<file path="src/rtl/cnn_layer_accel_pkg.sv">
// cnn_layer_accel_pkg
// Shared definitions for the convolution-engine accelerator blocks.
// Holds the default datapath widths, the signed activation saturation
// limits and the record carried between the round and saturate stages
// of the MACC output conditioning pipeline.
package cnn_layer_accel_pkg;

    localparam int C_P_WIDTH     = 48;
    localparam int C_OUT_WIDTH   = 16;
    localparam int C_SHIFT_WIDTH = 6;

    // Largest and smallest representable signed activation values.
    localparam longint C_SAT_MAX = (longint'(1) <<< (C_OUT_WIDTH - 1)) - 1;
    localparam longint C_SAT_MIN = -(longint'(1) <<< (C_OUT_WIDTH - 1));

    // One guard bit above the P width, so adding the rounding constant can
    // never wrap even for the most positive P value.
    typedef struct packed {
        logic                        valid;
        logic signed [C_P_WIDTH:0]   value;
        logic [C_SHIFT_WIDTH-1:0]    shift;
    } macc_pipe_t;

endpackage

</file>
<file path="src/rtl/cnn_layer_accel_sync_fifo.sv">
// cnn_layer_accel_sync_fifo
// Parameterised synchronous first-word-fall-through FIFO. The head entry is
// presented on rd_data whenever the FIFO is non-empty; rd_data reads zero
// when empty. A write into a full FIFO is still accepted when a pop happens
// in the same cycle.
// Ports:
//   clk, rst      rising-edge clock, asynchronous active-high reset
//   wr_en         write request
//   wr_data       data to store
//   rd_en         pop request (ignored while empty)
//   rd_data       head entry
//   full, empty   occupancy flags
//   count         number of stored entries
module cnn_layer_accel_sync_fifo #(
    parameter int WIDTH = 16,
    parameter int DEPTH = 4
) (
    input  logic                       clk,
    input  logic                       rst,
    input  logic                       wr_en,
    input  logic [WIDTH-1:0]           wr_data,
    input  logic                       rd_en,
    output logic [WIDTH-1:0]           rd_data,
    output logic                       full,
    output logic                       empty,
    output logic [$clog2(DEPTH+1)-1:0] count
);

    localparam int AW = $clog2(DEPTH);
    localparam int CW = $clog2(DEPTH + 1);

    logic [WIDTH-1:0] mem [DEPTH];
    logic [AW-1:0]    wr_ptr;
    logic [AW-1:0]    rd_ptr;
    logic [CW-1:0]    count_q;
    logic             push;
    logic             pop;

    assign empty   = (count_q == '0);
    assign full    = (count_q == CW'(DEPTH));
    assign pop     = rd_en && !empty;
    assign push    = wr_en && (!full || pop);
    assign count   = count_q;
    assign rd_data = empty ? '0 : mem[rd_ptr];

    // Storage array; no reset needed because the head is masked while empty.
    always_ff @(posedge clk) begin
        if (push) begin
            mem[wr_ptr] <= wr_data;
        end
    end

    // Pointers wrap naturally since DEPTH is a power of two.
    always_ff @(posedge clk or posedge rst) begin
        if (rst) begin
            wr_ptr  <= '0;
            rd_ptr  <= '0;
            count_q <= '0;
        end else begin
            if (push) begin
                wr_ptr <= wr_ptr + 1'b1;
            end
            if (pop) begin
                rd_ptr <= rd_ptr + 1'b1;
            end
            case ({push, pop})
                2'b10:   count_q <= count_q + 1'b1;
                2'b01:   count_q <= count_q - 1'b1;
                default: count_q <= count_q;
            endcase
        end
    end

endmodule

</file>
<file path="src/rtl/cnn_layer_accel_ce_macc_out.sv">
// cnn_layer_accel_ce_macc_out
// Output conditioning for the DSP48E2 MACC chain tail. Captures P when
// valid, adds a round-half-up constant, arithmetic-shifts right by the
// runtime cfg_shift, saturates to a signed activation and queues the
// result in a small FWFT FIFO toward write-back.
// Optional build macro: CNN_LAYER_ACCEL_MACC_OUT_RELU_EN clamps negative
// results to zero before saturation.
// Ports:
//   clk, rst      rising-edge clock, asynchronous active-high reset
//   p_in, p_valid MACC result and its valid strobe
//   cfg_shift     right-shift amount sampled with p_valid
//   clr_status    clears ovf_sticky / sat_sticky (a same-cycle set wins)
//   dout, dout_valid, dout_ready   FIFO head with valid/ready handshake
//   fifo_count    FIFO occupancy
//   p_afull       occupancy plus in-flight results reached DEPTH-1
//   ovf_sticky    a result was dropped on a full FIFO
//   sat_sticky    a result saturated
module cnn_layer_accel_ce_macc_out #(
    parameter int C_P_WIDTH     = cnn_layer_accel_pkg::C_P_WIDTH,
    parameter int C_OUT_WIDTH   = cnn_layer_accel_pkg::C_OUT_WIDTH,
    parameter int C_SHIFT_WIDTH = cnn_layer_accel_pkg::C_SHIFT_WIDTH,
    parameter int C_FIFO_DEPTH  = 4
) (
    input  logic                                    clk,
    input  logic                                    rst,
    input  logic signed [C_P_WIDTH-1:0]             p_in,
    input  logic                                    p_valid,
    input  logic [C_SHIFT_WIDTH-1:0]                cfg_shift,
    input  logic                                    clr_status,
    output logic signed [C_OUT_WIDTH-1:0]           dout,
    output logic                                    dout_valid,
    input  logic                                    dout_ready,
    output logic [$clog2(C_FIFO_DEPTH+1)-1:0]       fifo_count,
    output logic                                    p_afull,
    output logic                                    ovf_sticky,
    output logic                                    sat_sticky
);

    import cnn_layer_accel_pkg::*;

    localparam int CW = $clog2(C_FIFO_DEPTH + 1);

    logic                       s1_valid;
    logic signed [C_P_WIDTH-1:0] s1_p;
    logic [C_SHIFT_WIDTH-1:0]   s1_shift;
    macc_pipe_t                 s2;

    logic signed [C_P_WIDTH:0]  round_add;
    logic signed [C_P_WIDTH:0]  round_sum;
    logic signed [C_P_WIDTH:0]  s2_value;
    logic signed [C_P_WIDTH:0]  shifted;
    logic signed [C_P_WIDTH:0]  clamped;
    logic [C_OUT_WIDTH-1:0]     sat_val;
    logic                       sat_hit;

    logic                       fifo_full;
    logic                       fifo_empty;
    logic                       sat_event;
    logic                       ovf_event;
    logic [CW:0]                occupancy;

    // Stage 1: capture the chain tail result and its shift amount.
    always_ff @(posedge clk or posedge rst) begin
        if (rst) begin
            s1_valid <= 1'b0;
            s1_p     <= '0;
            s1_shift <= '0;
        end else begin
            s1_valid <= p_valid;
            if (p_valid) begin
                s1_p     <= p_in;
                s1_shift <= cfg_shift;
            end
        end
    end

    // Round-half-up: add half an output LSB before the arithmetic shift.
    always_comb begin
        round_add = '0;
        if (s1_shift != '0) begin
            round_add = (C_P_WIDTH + 1)'(1) << (s1_shift - 1'b1);
        end
        round_sum = {s1_p[C_P_WIDTH-1], s1_p} + round_add;
    end

    // Stage 2: hold the rounded sum together with the shift still to apply.
    always_ff @(posedge clk or posedge rst) begin
        if (rst) begin
            s2 <= '0;
        end else begin
            s2.valid <= s1_valid;
            s2.value <= round_sum;
            s2.shift <= s1_shift;
        end
    end

    // Stage 3: shift, optional ReLU, then saturate to the activation width.
    always_comb begin
        s2_value = s2.value;
        shifted  = s2_value >>> s2.shift;
`ifdef CNN_LAYER_ACCEL_MACC_OUT_RELU_EN
        clamped  = shifted[C_P_WIDTH] ? '0 : shifted;
`else
        clamped  = shifted;
`endif
        sat_hit  = 1'b0;
        sat_val  = clamped[C_OUT_WIDTH-1:0];
        if (longint'(clamped) > C_SAT_MAX) begin
            sat_val = C_OUT_WIDTH'(C_SAT_MAX);
            sat_hit = 1'b1;
        end else if (longint'(clamped) < C_SAT_MIN) begin
            sat_val = C_OUT_WIDTH'(C_SAT_MIN);
            sat_hit = 1'b1;
        end
    end

    cnn_layer_accel_sync_fifo #(
        .WIDTH (C_OUT_WIDTH),
        .DEPTH (C_FIFO_DEPTH)
    ) u_fifo (
        .clk     (clk),
        .rst     (rst),
        .wr_en   (s2.valid),
        .wr_data (sat_val),
        .rd_en   (dout_ready),
        .rd_data (dout),
        .full    (fifo_full),
        .empty   (fifo_empty),
        .count   (fifo_count)
    );

    assign dout_valid = !fifo_empty;

    // A full FIFO is never empty, so a pop there depends only on dout_ready.
    assign sat_event = s2.valid && sat_hit;
    assign ovf_event = s2.valid && fifo_full && !dout_ready;

    assign occupancy = {1'b0, fifo_count} + (CW + 1)'(s1_valid) + (CW + 1)'(s2.valid);
    assign p_afull   = (occupancy >= (CW + 1)'(C_FIFO_DEPTH - 1));

    // Sticky status flags; a new event in the clearing cycle keeps the flag set.
    always_ff @(posedge clk or posedge rst) begin
        if (rst) begin
            ovf_sticky <= 1'b0;
            sat_sticky <= 1'b0;
        end else begin
            if (ovf_event) begin
                ovf_sticky <= 1'b1;
            end else if (clr_status) begin
                ovf_sticky <= 1'b0;
            end
            if (sat_event) begin
                sat_sticky <= 1'b1;
            end else if (clr_status) begin
                sat_sticky <= 1'b0;
            end
        end
    end

endmodule

</file>
<file path="config.mk">
export PLATFORM = sky130hd
export DESIGN_NAME = cnn_layer_accel_ce_macc_out
export DESIGN_NICKNAME = d
export VERILOG_FILES = /design/src/rtl/cnn_layer_accel_pkg.sv /design/src/rtl/cnn_layer_accel_sync_fifo.sv /design/src/rtl/cnn_layer_accel_ce_macc_out.sv
export SDC_FILE = /design/constraint.sdc
export NUM_CORES = 1
export LEC_CHECK = 0
export ABC_AREA = 1
export CAP_MARGIN = 20
export CORE_MARGIN = 2
export CORE_UTILIZATION = 60
export DETAILED_ROUTE_END_ITERATION = 7
export PLACE_DENSITY = 0.8
export SLEW_MARGIN = 25
export SYNTH_ARGS = -nofsm -noshare
export SYNTH_HDL_FRONTEND = slang
export SYNTH_SLANG_ARGS = --single-unit
</file>
<file path="constraint.sdc">
create_clock -name clk -period 12 [get_ports clk]
set_input_delay 3 -clock clk [delete_from_list [all_inputs] [get_ports clk]]
set_output_delay 3 -clock clk [all_outputs]
set_load 0.005 [all_outputs]
</file>
## Word-level counts from Yosys, hierarchy flattened

Memory sizes are Yosys's and may differ from the RTL's.
Index checks and enable logic that the tools add are counted.
Widths: inputs -> output; s select.

| storage, ports and cells | value |
|---|---|
| flip-flop bits (word level) | 120 |
| RAM bits | 64 |
| input bits | 59 |
| output and inout port bits | 23 |
| logic and storage cells | 54 |
| memories kept | 1 |

| cells by class | value |
|---|---|
| $add $sub $neg | 8 |
| magnitude comparators | 3 |
| equal/unequal tests | 3 |
| shifts and indexed selects | 2 |
| multiplexer cells | 12 |
| reductions and logical operators | 14 |

Memory list:

| name | depth | bits a word | rd ports | clocked after Yosys merged registers in | wr ports | line | source |
|---|---|---|---|---|---|---|---|
| u_fifo.mem | 4 | 16 | 1 | 0 | 1 | cnn_layer_accel_sync_fifo.sv:32 | `logic [WIDTH-1:0] mem [DEPTH];` |

Operators by type and width:

| kind | count |
|---|---|
| $add 49x49->49 | 1 |
| $gt 49x16->1 const B | 1 |
| $lt 49x16->1 const B | 1 |
| $mux 49 | 1 |
| $shl 1x6->49 const A | 1 |
| $sshr 49x6->49 | 1 |
| $mux 16 | 3 |
| $mux 1 | 7 |
| $pmux 3 s2 | 1 |
| $reduce_bool 2->1 | 3 |
| $reduce_bool 6->1 | 1 |
| $sub 6x1->6 const B | 1 |
| $logic_and 1x1->1 | 5 |
| $add 2x1->2 const B | 2 |
| $add 3x1->4 | 1 |
| $add 4x1->4 | 1 |
| $ge 4x2->1 const B | 1 |
| $add 3x1->3 const B | 1 |
| $eq 3x3->1 const B | 1 |
| $logic_not 1->1 | 3 |
| $logic_not 3->1 | 1 |
| $sub 3x1->3 const B | 1 |
| $eq 2x1->1 const B | 1 |
| $eq 2x2->1 const B | 1 |
| $logic_or 1x1->1 | 1 |

## Logic depth before layout (Yosys ltp)

Gate-level depths: netlist of run 1.

| depth | value |
|---|---|
| word-level depth | 7 |
| depth in mapped cells | 26 |
| gate-level depth less buffers | 26 |

## Modules after synthesis

Synthesis of run 1 repeated with hierarchy kept, for this count alone.

| unflattened totals | value |
|---|---|
| cells, all modules | 1,852 |
| area total of the unflattened synthesis | 13,427.9 µm² |

Modules (own cells, without submodules):

| module | instances | cells each | area an instance (µm²) | seq. area each (µm²) |
|---|---|---|---|---|
| cnn_layer_accel_ce_macc_out | 1 | 1,607 | 10,462.5 | 2,827.7 |
| cnn_layer_accel_sync_fifo | 1 | 245 | 2,965.3 | 2,097.0 |

## Worst setup path after synthesis of run 1

OpenSTA, ideal clock, no wires.

| path | value |
|---|---|
| kind | flip-flop to output port |
| start point | register u_fifo.count_q[0] (netlist: u_fifo.count[0]) |
| end point | output port p_afull |
| arrival time | 1,495 ps |
| data required time | 9,000 ps |
| path slack | 7,505 ps |
| cell stages (with the launch flop) | 4 |
| buffers on the path | 0 |
| cells stage by stage | dfrtp_1 > fa_1 > ha_1 > a221o_1 |

| between the ends | value |
|---|---|
| longest elaborated chain between the ends | 3 |

RTL lines:

| element | line | source |
|---|---|---|
| start, declared | cnn_layer_accel_sync_fifo.sv:35 | `logic [CW-1:0] count_q;` |
| start signal, assigned | cnn_layer_accel_sync_fifo.sv:67 | `2'b10: count_q <= count_q + 1'b1;` |
| start signal, assigned | cnn_layer_accel_sync_fifo.sv:68 | `2'b01: count_q <= count_q - 1'b1;` |
| start signal, assigned | cnn_layer_accel_sync_fifo.sv:69 | `default: count_q <= count_q;` |
| $add 3x1->4 | cnn_layer_accel_ce_macc_out.sv:138 | `assign occupancy = {1'b0, fifo_count} + (CW + 1)'(s1_valid) + (CW + 1)'(s2.valid);` |
| $add 4x1->4 | cnn_layer_accel_ce_macc_out.sv:138 |  |
| $ge 4x2->1 | cnn_layer_accel_ce_macc_out.sv:139 | `assign p_afull = (occupancy >= (CW + 1)'(C_FIFO_DEPTH - 1));` |
| end, declared | cnn_layer_accel_ce_macc_out.sv:34 | `output logic p_afull,` |

Every way passes these cells.

## Worst setup path in the final report of run 1

| path | value |
|---|---|
| start point | register u_fifo.rd_ptr[0] |
| end point | output port dout[8] |

| between the ends | value |
|---|---|
| longest elaborated chain between the ends | 2 |

RTL lines:

| element | line | source |
|---|---|---|
| start, declared | cnn_layer_accel_sync_fifo.sv:34 | `logic [AW-1:0] rd_ptr;` |
| start signal, assigned | cnn_layer_accel_sync_fifo.sv:64 | `rd_ptr <= rd_ptr + 1'b1;` |
| $mem_v2 4x16 | -- |  |
| $mux 16 | cnn_layer_accel_sync_fifo.sv:44 | `assign rd_data = empty ? '0 : mem[rd_ptr];` |
| end, declared | cnn_layer_accel_ce_macc_out.sv:30 | `output logic signed [C_OUT_WIDTH-1:0] dout,` |

Every way passes these cells.

==> metrics.txt, run 1 <==
number of slew-limit violations in the final report 0; CTS clock-pin slew for the worst setup and hold paths 0.08 ns; count of fill cells added during filler insertion 1,991; DRC violation total after the first TritonRoute iteration 1,443; wire length of the first global-routing pass 62,000 um; final hold slack 0.426 ns; setup repair after global routing missed its margin false; source-to-sink clock delay at the later pin of the worst-skew pair 0.44 ns; final number of hold-violating endpoints 0; chain of cells forming the critical path inv_1 -> o21ai_0 -> a21oi_1 -> clkdlybuf4s50_1; Area growth syn-to-layout 11.4%; most instantiated flip-flop cell in the synthesis netlist sky130_fd_sc_hd__dfrtp_1; power density relative to cell area 154 mW/mm^2; Setup Skew 0.0133 ns; number of clock buffers inserted by TritonCTS 17; Yosys warning total 0; remaining antenna violation count 0; Total Routing Usage GR 32.5%; number of antenna violations at the first check in global routing 0; final std cells w/o fill 2,196; Inserted Diodes 0; share of synthesized area occupied by flip-flops and latches 36.8%; number of placed cells counting well taps 2,164; number of I/O pins 82; std cell rows 54; min cycle time layout 6.04 ns; H-tree lvl count 4; detailed placement HPWL 29,200 um; ratio of cells with drive above 1 in the final layout 5.32%; total detailed-routing wirelength 37,300 um; synthesized area per cell 7.15 um^2; Die H 153 um; hold buffers post-CTS 0; width of the die 153 um; worst hold path class reg2reg; crit path DAT 3.04 ns; CTS tree done; Lkg Pwr 6.89 nW; Initial Util 61.2%; synthesized netlist net count 1,989; Post-synth EDFFs 64; area share of the largest cell type after synthesis 22.4%; total of max-cap violations 0; number of iterations in the first detailed-routing pass 8; DR DRC count 0; worst-margin pin slew 1.00 ns; proportion of power drawn by combinational gates 37.3%; Congestion Overflow GR 0; maximum number of pins on one net before global-route repair 68; number of global-route vias before repair 12,396; via count 12,951; type of element launching the critical path register; largest fanout on the critical path 35; run status finished, final reports clean; detail-routed via count per cell 5.90; Post-synth ARST share 65.2%; final setup TNS 0 ns; Placed Instance Area 0.0143 mm^2; Mapped Cells 1,873; Sequential Power Share 36.9%; average wire length per cell after detail routing 17.0 um; Root Buffer sky130_fd_sc_hd__clkbuf_16; power share of the clock group 25.8%; normalized max-slew margin 33.3%; CP top delay family buffers and inverters; switching portion of total power 39.0%; Crit path largest cell delay 1.01 ns; Layout Nets 2,019; global placer's final weighted congestion 1.02; clk sinks 184; Port Buffer Count 81; most used standard cell by instance count after synthesis sky130_fd_sc_hd__nand2_1; endpoint kind of the worst setup timing path output port; sw power 0.896 mW; netlist area before placement 0.0134 mm^2; crit path max-delay cell type sky130_fd_sc_hd__dfrtp_1; final critical-path share of the clock period 50.3%; Fmax 166 MHz; number of buffer and inverter instances along the worst setup path 2; register-to-register setup slack 7.13 ns; Synth top cells by count 463 x sky130_fd_sc_hd__nand2_1, 343 x sky130_fd_sc_hd__nand3_1, 223 x sky130_fd_sc_hd__nor2_1, 145 x sky130_fd_sc_hd__inv_1, 120 x sky130_fd_sc_hd__dfrtp_1; maximum clock path buffer count 2; largest area contributor in the synthesized netlist sky130_fd_sc_hd__dfrtp_1; CP Class reg2out; required time worst endpoint 9.00 ns; Cell Int Power 1.40 mW; Die Outline Area 0.0235 mm^2; worst voltage drop across the vdd grid 0.103 mV; Final Setup Violations 0; number of library cell types mapped by synthesis 38; number of synthesized register bits 184; Post-CTS Setup Inserts 0; post-route design area 0.0149 mm^2; number of instances resized during post-cts repair 0; most area-consuming cells after synthesis sky130_fd_sc_hd__dfrtp_1 22%, sky130_fd_sc_hd__edfxtp_1 14%, sky130_fd_sc_hd__nand2_1 13%; Core Region 0.0219 mm^2
==> cell usage in the layout, fill, tap and decap left out, types with 3 or more instances in the layout <==
master | netlist | routed
sky130_fd_sc_hd__a21oi_1 | 83 | 83
sky130_fd_sc_hd__o211ai_1 | 3 | 3
sky130_fd_sc_hd__o221ai_1 | 4 | 4
sky130_fd_sc_hd__a21boi_0 | 6 | 6
sky130_fd_sc_hd__inv_1 | 145 | 144
sky130_fd_sc_hd__ha_1 | 54 | 54
sky130_fd_sc_hd__nor4_1 | 4 | 4
sky130_fd_sc_hd__inv_6 | 0 | 4
sky130_fd_sc_hd__buf_4 | 5 | 14
sky130_fd_sc_hd__nand2_1 | 463 | 463
sky130_fd_sc_hd__nor2_1 | 223 | 222
sky130_fd_sc_hd__inv_12 | 0 | 3
sky130_fd_sc_hd__edfxtp_1 | 64 | 64
sky130_fd_sc_hd__a31oi_1 | 37 | 37
sky130_fd_sc_hd__clkinv_8 | 0 | 6
sky130_fd_sc_hd__nor3_1 | 22 | 22
sky130_fd_sc_hd__xor2_1 | 30 | 30
sky130_fd_sc_hd__fa_1 | 3 | 3
sky130_fd_sc_hd__xnor2_1 | 23 | 23
sky130_fd_sc_hd__clkdlybuf4s50_1 | 0 | 80
sky130_fd_sc_hd__nand4_1 | 11 | 11
sky130_fd_sc_hd__inv_2 | 3 | 4
sky130_fd_sc_hd__dfrtp_1 | 120 | 120
sky130_fd_sc_hd__nand3_1 | 343 | 343
sky130_fd_sc_hd__clkbuf_16 | 0 | 17
sky130_fd_sc_hd__o21ai_0 | 80 | 80
sky130_fd_sc_hd__mux2_2 | 47 | 47
==> power groups by stage <==
| stage | clock network, mW | logic, mW | registers (mW) |
|---|---|---|---|
| 6_report | 0.592 | 0.856 | 0.847 |
| 5_1_grt | 0.627 | 0.965 | 0.859 |
| 4_1_cts | 0.601 | 0.845 | 0.845 |
| 3_5_place_dp | 0 | 0.838 | 0.858 |
| 3_3_place_gp | 0 | 0.821 | 0.855 |
| 2_1_floorplan | 0 | 0.592 | 0.811 |
==> sequential cells by signal, indices dropped and copies added, names as in the netlist <==
| signal | cells |
|---|---|
| s2_value | 49 |
| u_fifo.mem | 64 |
| s2 | 7 |
| ovf_sticky | 1 |
| sat_sticky | 1 |
| s1_valid | 1 |
| s1_p | 48 |
| s1_shift | 6 |
| u_fifo.count | 3 |
| u_fifo.wr_ptr | 2 |
| u_fifo.rd_ptr | 2 |
==> final cells by class <==
cell class	instances	area (um^2)	area share [%]
repair buffers	95	911	6.11
flip-flops and latches	184	4920	33.0
clock buffers	17	425	2.85
multi-input cells	1454	7510	50.4
clock inverters	15	221	1.48
inverters	151	569	3.82
well taps	280	350	2.35
==> routing by layer <==
| metal | global-route usage [%] | up-vias | wire length, um | part of all wire (%) |
|---|---|---|---|---|
| met5 | 0 | - | 0 | 0 |
| met4 | 13.3 | 0 | 1460 | 3.9 |
| met3 | 3.94 | 100 | 2180 | 5.8 |
| met2 | 55.1 | 576 | 18000 | 48 |
| met1 | 42.6 | 5925 | 15700 | 42 |
| li1 | - | 6350 | - | - |
==> final timing paths <==
path                                  start           end  cells past startpoint
max                        u_fifo.rd_ptr[0]       dout[8]                      4
min                                s1_valid        s2[55]                      0
max reg2reg                     s1_shift[3]  s2_value[48]                     17
min reg2reg                        s1_valid        s2[55]                      0
max in group asynchronous               rst      s1_p[40]                      3
min in group asynchronous               rst      s1_valid                      2
==> per-stage QoR <==
step                      setup slack (ns)  total power, mW  utilization (%)
final                                 5.96             2.29             68.1
after global routing                  5.69             2.45             68.1
after floorplan                       5.81             1.40                -
after global placement                6.65             1.68             65.2
after detailed placement              6.46             1.70             65.2
after CTS                             5.98             2.29             68.1
==> cells by family after synthesis <==
family,share of synthesized area [%]
XOR/XNOR,3.47
buffers and inverters,7.13
AND/OR/NAND/NOR,33.8
AO/OA/AOI/OAI,9.39
multiplexers,3.95
adder cells (fa/ha/maj),5.49
flip-flops,36.8
(Power assumes the default switching activity.)
==> run 2: changes to the inputs <==
--- a/config.mk
+++ b/config.mk
@@ -8,9 +8,9 @@
 export ABC_AREA = 1
 export CAP_MARGIN = 20
 export CORE_MARGIN = 2
-export CORE_UTILIZATION = 60
+export CORE_UTILIZATION = 55
 export DETAILED_ROUTE_END_ITERATION = 7
-export PLACE_DENSITY = 0.8
+export PLACE_DENSITY = 0.78
 export SLEW_MARGIN = 25
 export SYNTH_ARGS = -nofsm -noshare
 export SYNTH_HDL_FRONTEND = slang
==> constraint.sdc (replaced) <==
create_clock -name clk -period 5.1 [get_ports clk]
set_input_delay 1.275 -clock clk [delete_from_list [all_inputs] [get_ports clk]]
set_output_delay 1.275 -clock clk [all_outputs]
set_load 0.005 [all_outputs]
==> run 2 against run 1 <==
  * Die area rose by 8.8%
  * Critical path depth rose by 1
  * Non-clock buffer count rose by 5
  * First-iteration DRC count fell by 12%
  * Combinational power rose by 140%
  * Design area rose by 0.65%
  * Register-to-register slack got worse by 6.4 ns
  * Total power rose by 140%
  * Critical path type unchanged
  * Clock skew rose by 0.0056 ns
  * Cell count rose by 2.2%
==> metrics.txt, run 2 (synthesis results as in run 1) <==
source-to-sink clock delay at the later pin of the worst-skew pair 0.45 ns; Layout Nets 2,024; DRC violation total after the first TritonRoute iteration 1,275; Total Routing Usage GR 30.3%; count of fill cells added during filler insertion 2,285; minimum setup slack after placement 0.838 ns; endpoint kind of the worst setup timing path output port; Setup Skew 0.0189 ns; Inserted Diodes 0; Critical R2R Capture s2_value[48]; detail-routed via count per cell 5.78; ratio of cells with drive above 1 in the final layout 5.47%; number of antenna violations at the first check in global routing 0; CTS clock-pin slew for the worst setup and hold paths 0.09 ns; number of global-route vias before repair 12,463; most common cell after layout, fill and taps aside sky130_fd_sc_hd__nand2_1; Area growth syn-to-layout 12.1%; DR DRC count 0; worst voltage drop across the vdd grid 0.306 mV; Final Core Density 62.3%; maximum clock path buffer count 2; H-tree lvl count 4; detailed placement HPWL 29,600 um; Reg2Reg Launch Point s1_shift[4]; clk sinks 184; Root Buffer sky130_fd_sc_hd__clkbuf_16; number of flip-flops in the largest register 64; required time worst endpoint 3.83 ns; total detailed-routing wirelength 38,200 um; final number of hold-violating endpoints 0; worst min-delay path endpoint s2[55]; register-to-register setup slack 0.75 ns; std cell rows 57; hold path start s1_valid; worst-margin pin slew 0.835 ns; run status finished, final reports clean; maximum number of pins on one net before global-route repair 63; crit path DAT 3.08 ns; final std cells w/o fill 2,245; Final Setup Violations 0; remaining antenna violation count 0; largest fanout on the critical path 17; wire length of the first global-routing pass 62,400 um; Congestion Overflow GR 0; CTS tree done; via count 12,983; sequential cell area 0.00492 mm^2; Die H 160 um; Fmax 230 MHz; area of the multi-input gates 0.00751 mm^2; Port Buffer Count 81; power density relative to cell area 364 mW/mm^2; Initial Util 55.5%; setup repair after global routing missed its margin false; number of clock buffers inserted by TritonCTS 17; number of placed cells counting well taps 2,213; normalized max-slew margin 44.2%; number of slew-limit violations in the final report 0; worst hold path class reg2reg; CP Class reg2out; Lkg Pwr 6.91 nW; Core Region 0.0241 mm^2; min cycle time layout 4.36 ns; final setup TNS 0 ns; Largest Register u_fifo.mem; Worst Slack Setup Final 0.744 ns; average wire length per cell after detail routing 17.0 um; total of max-cap violations 0; Die Outline Area 0.0256 mm^2; type of element launching the critical path register; most frequent cells in the layout 463 x sky130_fd_sc_hd__nand2_1, 343 x sky130_fd_sc_hd__nand3_1, 223 x sky130_fd_sc_hd__nor2_1; width of the die 160 um; global placer's final weighted congestion 1.02; hold buffers post-CTS 0; number of cells on the worst reg-to-reg path 19; number of iterations in the first detailed-routing pass 6; Post-CTS Setup Inserts 0; number of I/O pins 82; power after layout 5.46 mW; count of cells along the worst hold path 0; final critical-path share of the clock period 85.4%; number of instances resized during post-cts repair 0
-- run 2: layout make-up --
| type | count | share of cell area, % |
|---|---|---|
| Clock buffer | 17 | 2.83 |
| Inverter | 151 | 3.79 |
| Sequential cell | 184 | 32.8 |
| Timing Repair Buffer | 100 | 6.40 |
| Multi-Input combinational cell | 1454 | 50.0 |
| Clock inverter | 15 | 1.43 |
| Tap cell | 324 | 2.70 |
-- run 2: worst max path at each step --
stage	start	end	slack, ns
final	u_fifo.rd_ptr[1]	dout[11]	0.74
after global routing	s1_shift[4]	s2_value[47]	0.42
after CTS	u_fifo.rd_ptr[1]	dout[11]	0.72
after detailed placement	s1_shift[4]	s2_value[48]	0.84
after global placement	s1_shift[4]	s2_value[48]	0.90
after floorplan	rst	ovf_sticky	0.64
-- run 2: critical path, cell delays in order, from the launching register on --
cell                              delay, ns
sky130_fd_sc_hd__dfrtp_1               0.77
sky130_fd_sc_hd__clkinv_1              0.69
sky130_fd_sc_hd__nor2_1                0.25
sky130_fd_sc_hd__o21ai_0               0.13
sky130_fd_sc_hd__a21oi_1               0.24
sky130_fd_sc_hd__clkdlybuf4s50_1       0.53
-- run 2: report_power, final --
part / internal (mW) / switching, mW
logic: 0.815 / 1.28
clock network: 0.694 / 0.728
registers: 1.80 / 0.156
total: 3.30 / 2.16
-- run 2: metal layers --
| metal | global-route usage (%) | wire length (um) |
|---|---|---|
| met5 | 0 | 0 |
| met4 | 15.1 | 1890 |
| met3 | 3.51 | 2000 |
| met2 | 50.4 | 18100 |
| met1 | 39.5 | 16200 |
-- run 2: per-stage QoR --
stage / hold WS (ns) / cell area [um^2]
floorplan: 0.352 / 13400
global placement: 0.398 / 14400
detailed placement: 0.401 / 14400
CTS: 0.420 / 15000
global route: 0.439 / 15000
finish: 0.412 / 15000
==> run 3: changes to the inputs <==
==> constraint.sdc (replaced) <==
create_clock -name clk -period 3.56 [get_ports clk]
set_input_delay 0.89 -clock clk [delete_from_list [all_inputs] [get_ports clk]]
set_output_delay 0.89 -clock clk [all_outputs]
set_load 0.005 [all_outputs]
==> run 3 against run 2 <==
  * Clock skew fell by 0.00056 ns
  * Utilization is 2.8 points higher
  * Cell count is 2.9% higher
  * Clock power is 44% higher
  * Non-clock buffer count rose by 66
  * Design area grew 4.4%
  * Sequential power rose by 42%
  * Combinational power grew 50%
  * Critical path depth grew 15
  * Critical path type is now reg2reg
==> metrics.txt, run 3 (synthesis results as in run 1) <==
run status finished, final reports clean; wire length of the first global-routing pass 62,300 um; number of flip-flops in the largest register 64; power after layout 7.95 mW; CTS tree done; Total Routing Usage GR 30.2%; Root Buffer sky130_fd_sc_hd__clkbuf_16; Final Core Density 65.0%; number of iterations in the first detailed-routing pass 6; Initial Util 55.5%; Port Buffer Count 81; final hold slack 0.420 ns; Final Setup Violations 0; maximum number of pins on one net before global-route repair 121; detailed placement HPWL 30,000 um; Fmax 289 MHz; source-to-sink clock delay at the later pin of the worst-skew pair 0.45 ns; Area growth syn-to-layout 17.1%; Die H 160 um; number of global-route vias before repair 12,427; most common cell after layout, fill and taps aside sky130_fd_sc_hd__nand2_1; maximum clock path buffer count 2; required time worst endpoint 3.90 ns; total of max-cap violations 0; Worst Slack Setup Final 0.102 ns; via count 13,262; register-to-register setup slack 0.10 ns; worst min-delay path endpoint s2[55]; Core Region 0.0241 mm^2; detail-routed via count per cell 5.74; std cell rows 57; CP Class reg2reg; Lkg Pwr 7.25 nW; minimum setup slack after placement -0.000317 ns; most frequent cells in the layout 461 x sky130_fd_sc_hd__nand2_1, 341 x sky130_fd_sc_hd__nand3_1, 220 x sky130_fd_sc_hd__nor2_1; CTS clock-pin slew for the worst setup and hold paths 0.09 ns; Largest Register u_fifo.mem; count of fill cells added during filler insertion 2,186; crit path DAT 3.80 ns; type of element launching the critical path register; Reg2Reg Launch Point s1_shift[1]; average wire length per cell after detail routing 16.8 um; endpoint kind of the worst setup timing path register; Layout Nets 2,090; worst-margin pin slew 0.719 ns; global placer's final weighted congestion 1.03; Critical R2R Capture s2_value[41]; number of cells on the worst reg-to-reg path 20; Setup Skew 0.0184 ns; min cycle time layout 3.46 ns; worst voltage drop across the vdd grid 0.336 mV; ratio of cells with drive above 1 in the final layout 10.3%; Inserted Diodes 0; total detailed-routing wirelength 38,800 um; final critical-path share of the clock period 97.1%; number of antenna violations at the first check in global routing 0; Die Outline Area 0.0256 mm^2; DRC violation total after the first TritonRoute iteration 1,508; DR DRC count 0; Placed Instance Area 0.0149 mm^2; number of clock buffers inserted by TritonCTS 17; width of the die 160 um; post-route design area 0.0157 mm^2; number of placed cells counting well taps 2,278; final std cells w/o fill 2,311; number of slew-limit violations in the final report 0; Congestion Overflow GR 0; worst hold path class reg2reg; count of cells along the worst hold path 0; hold path start s1_valid; final setup TNS 0 ns; clk sinks 184; final number of hold-violating endpoints 0; number of I/O pins 82; remaining antenna violation count 0; power density relative to cell area 507 mW/mm^2; largest fanout on the critical path 7; normalized max-slew margin 52.1%; H-tree lvl count 4
-- run 3: cell count changes in the layout (fill, tap and decap cells not counted), sizes merged --
cell      change
buf          +66
clkinvlp      +1
inv           -2
clkinv        +1
-- run 3: report_power, final --
group          total, mW  switching [mW]  leakage [nW]  internal [mW]
Clock               2.04            1.05         0.308          0.993
Sequential          2.76           0.191          1.98           2.57
Combinational       3.14            1.90          4.96           1.25
Total               7.95            3.14          7.25           4.81
-- run 3: cell type report --
| class | instances | area (um^2) | share of cell area (%) |
|---|---|---|---|
| clock buffer | 17 | 425 | 2.71 |
| clock inverter | 15 | 218 | 1.39 |
| inverter | 151 | 571 | 3.64 |
| multi-input combinational | 1454 | 7660 | 48.9 |
| sequential | 184 | 4920 | 31.4 |
| tap | 324 | 405 | 2.59 |
| timing repair buffer | 166 | 1470 | 9.37 |
-- run 3: layer usage --
metal / up-vias / track usage [%] / share of wire (%)
met1: 6151 / 39.7 / 43
li1: 6496 / - / -
met2: 529 / 51.3 / 48
met5: - / 0 / 0
met3: 86 / 3.14 / 4.8
met4: 0 / 12.9 / 3.9
-- run 3: worst max path at each step --
stage	cells after the start	from	end
final	20	s1_shift[1]	s2_value[41]
after global routing	22	s1_shift[1]	s2_value[47]
after CTS	25	s1_shift[1]	s2_value[45]
after detailed placement	22	s1_shift[1]	s2_value[48]
after global placement	22	s1_shift[1]	s2_value[48]
after floorplan	20	s1_shift[3]	s2_value[48]
-- run 3: what timing repair did --
action | CTS | global route
endpoints found under the setup margin | 1 | 30
hold buffers | 0 | 0
gates resized for setup | 1 | 45
setup buffers | 0 | 1
hold endpoints to repair | 0 | 0
pin swaps | 0 | 4
-- run 3: worst max-delay path: stages (launching register included) --
cell	delay [ns]
sky130_fd_sc_hd__dfrtp_1	0.41
sky130_fd_sc_hd__nor2_1	0.11
sky130_fd_sc_hd__inv_1	0.05
sky130_fd_sc_hd__nor2_1	0.14
sky130_fd_sc_hd__inv_1	0.07
sky130_fd_sc_hd__nor2_1	0.08
sky130_fd_sc_hd__inv_1	0.05
sky130_fd_sc_hd__nand2_1	0.07
sky130_fd_sc_hd__nand2_1	0.11
sky130_fd_sc_hd__buf_4	0.19
sky130_fd_sc_hd__nand2_2	0.13
sky130_fd_sc_hd__nor2_1	0.06
sky130_fd_sc_hd__ha_1	0.39
sky130_fd_sc_hd__a21oi_1	0.18
sky130_fd_sc_hd__inv_1	0.08
sky130_fd_sc_hd__a31oi_1	0.21
sky130_fd_sc_hd__o21ai_0	0.12
sky130_fd_sc_hd__a31oi_1	0.29
sky130_fd_sc_hd__nand3_2	0.21
sky130_fd_sc_hd__a31oi_1	0.23
sky130_fd_sc_hd__xnor2_1	0.17
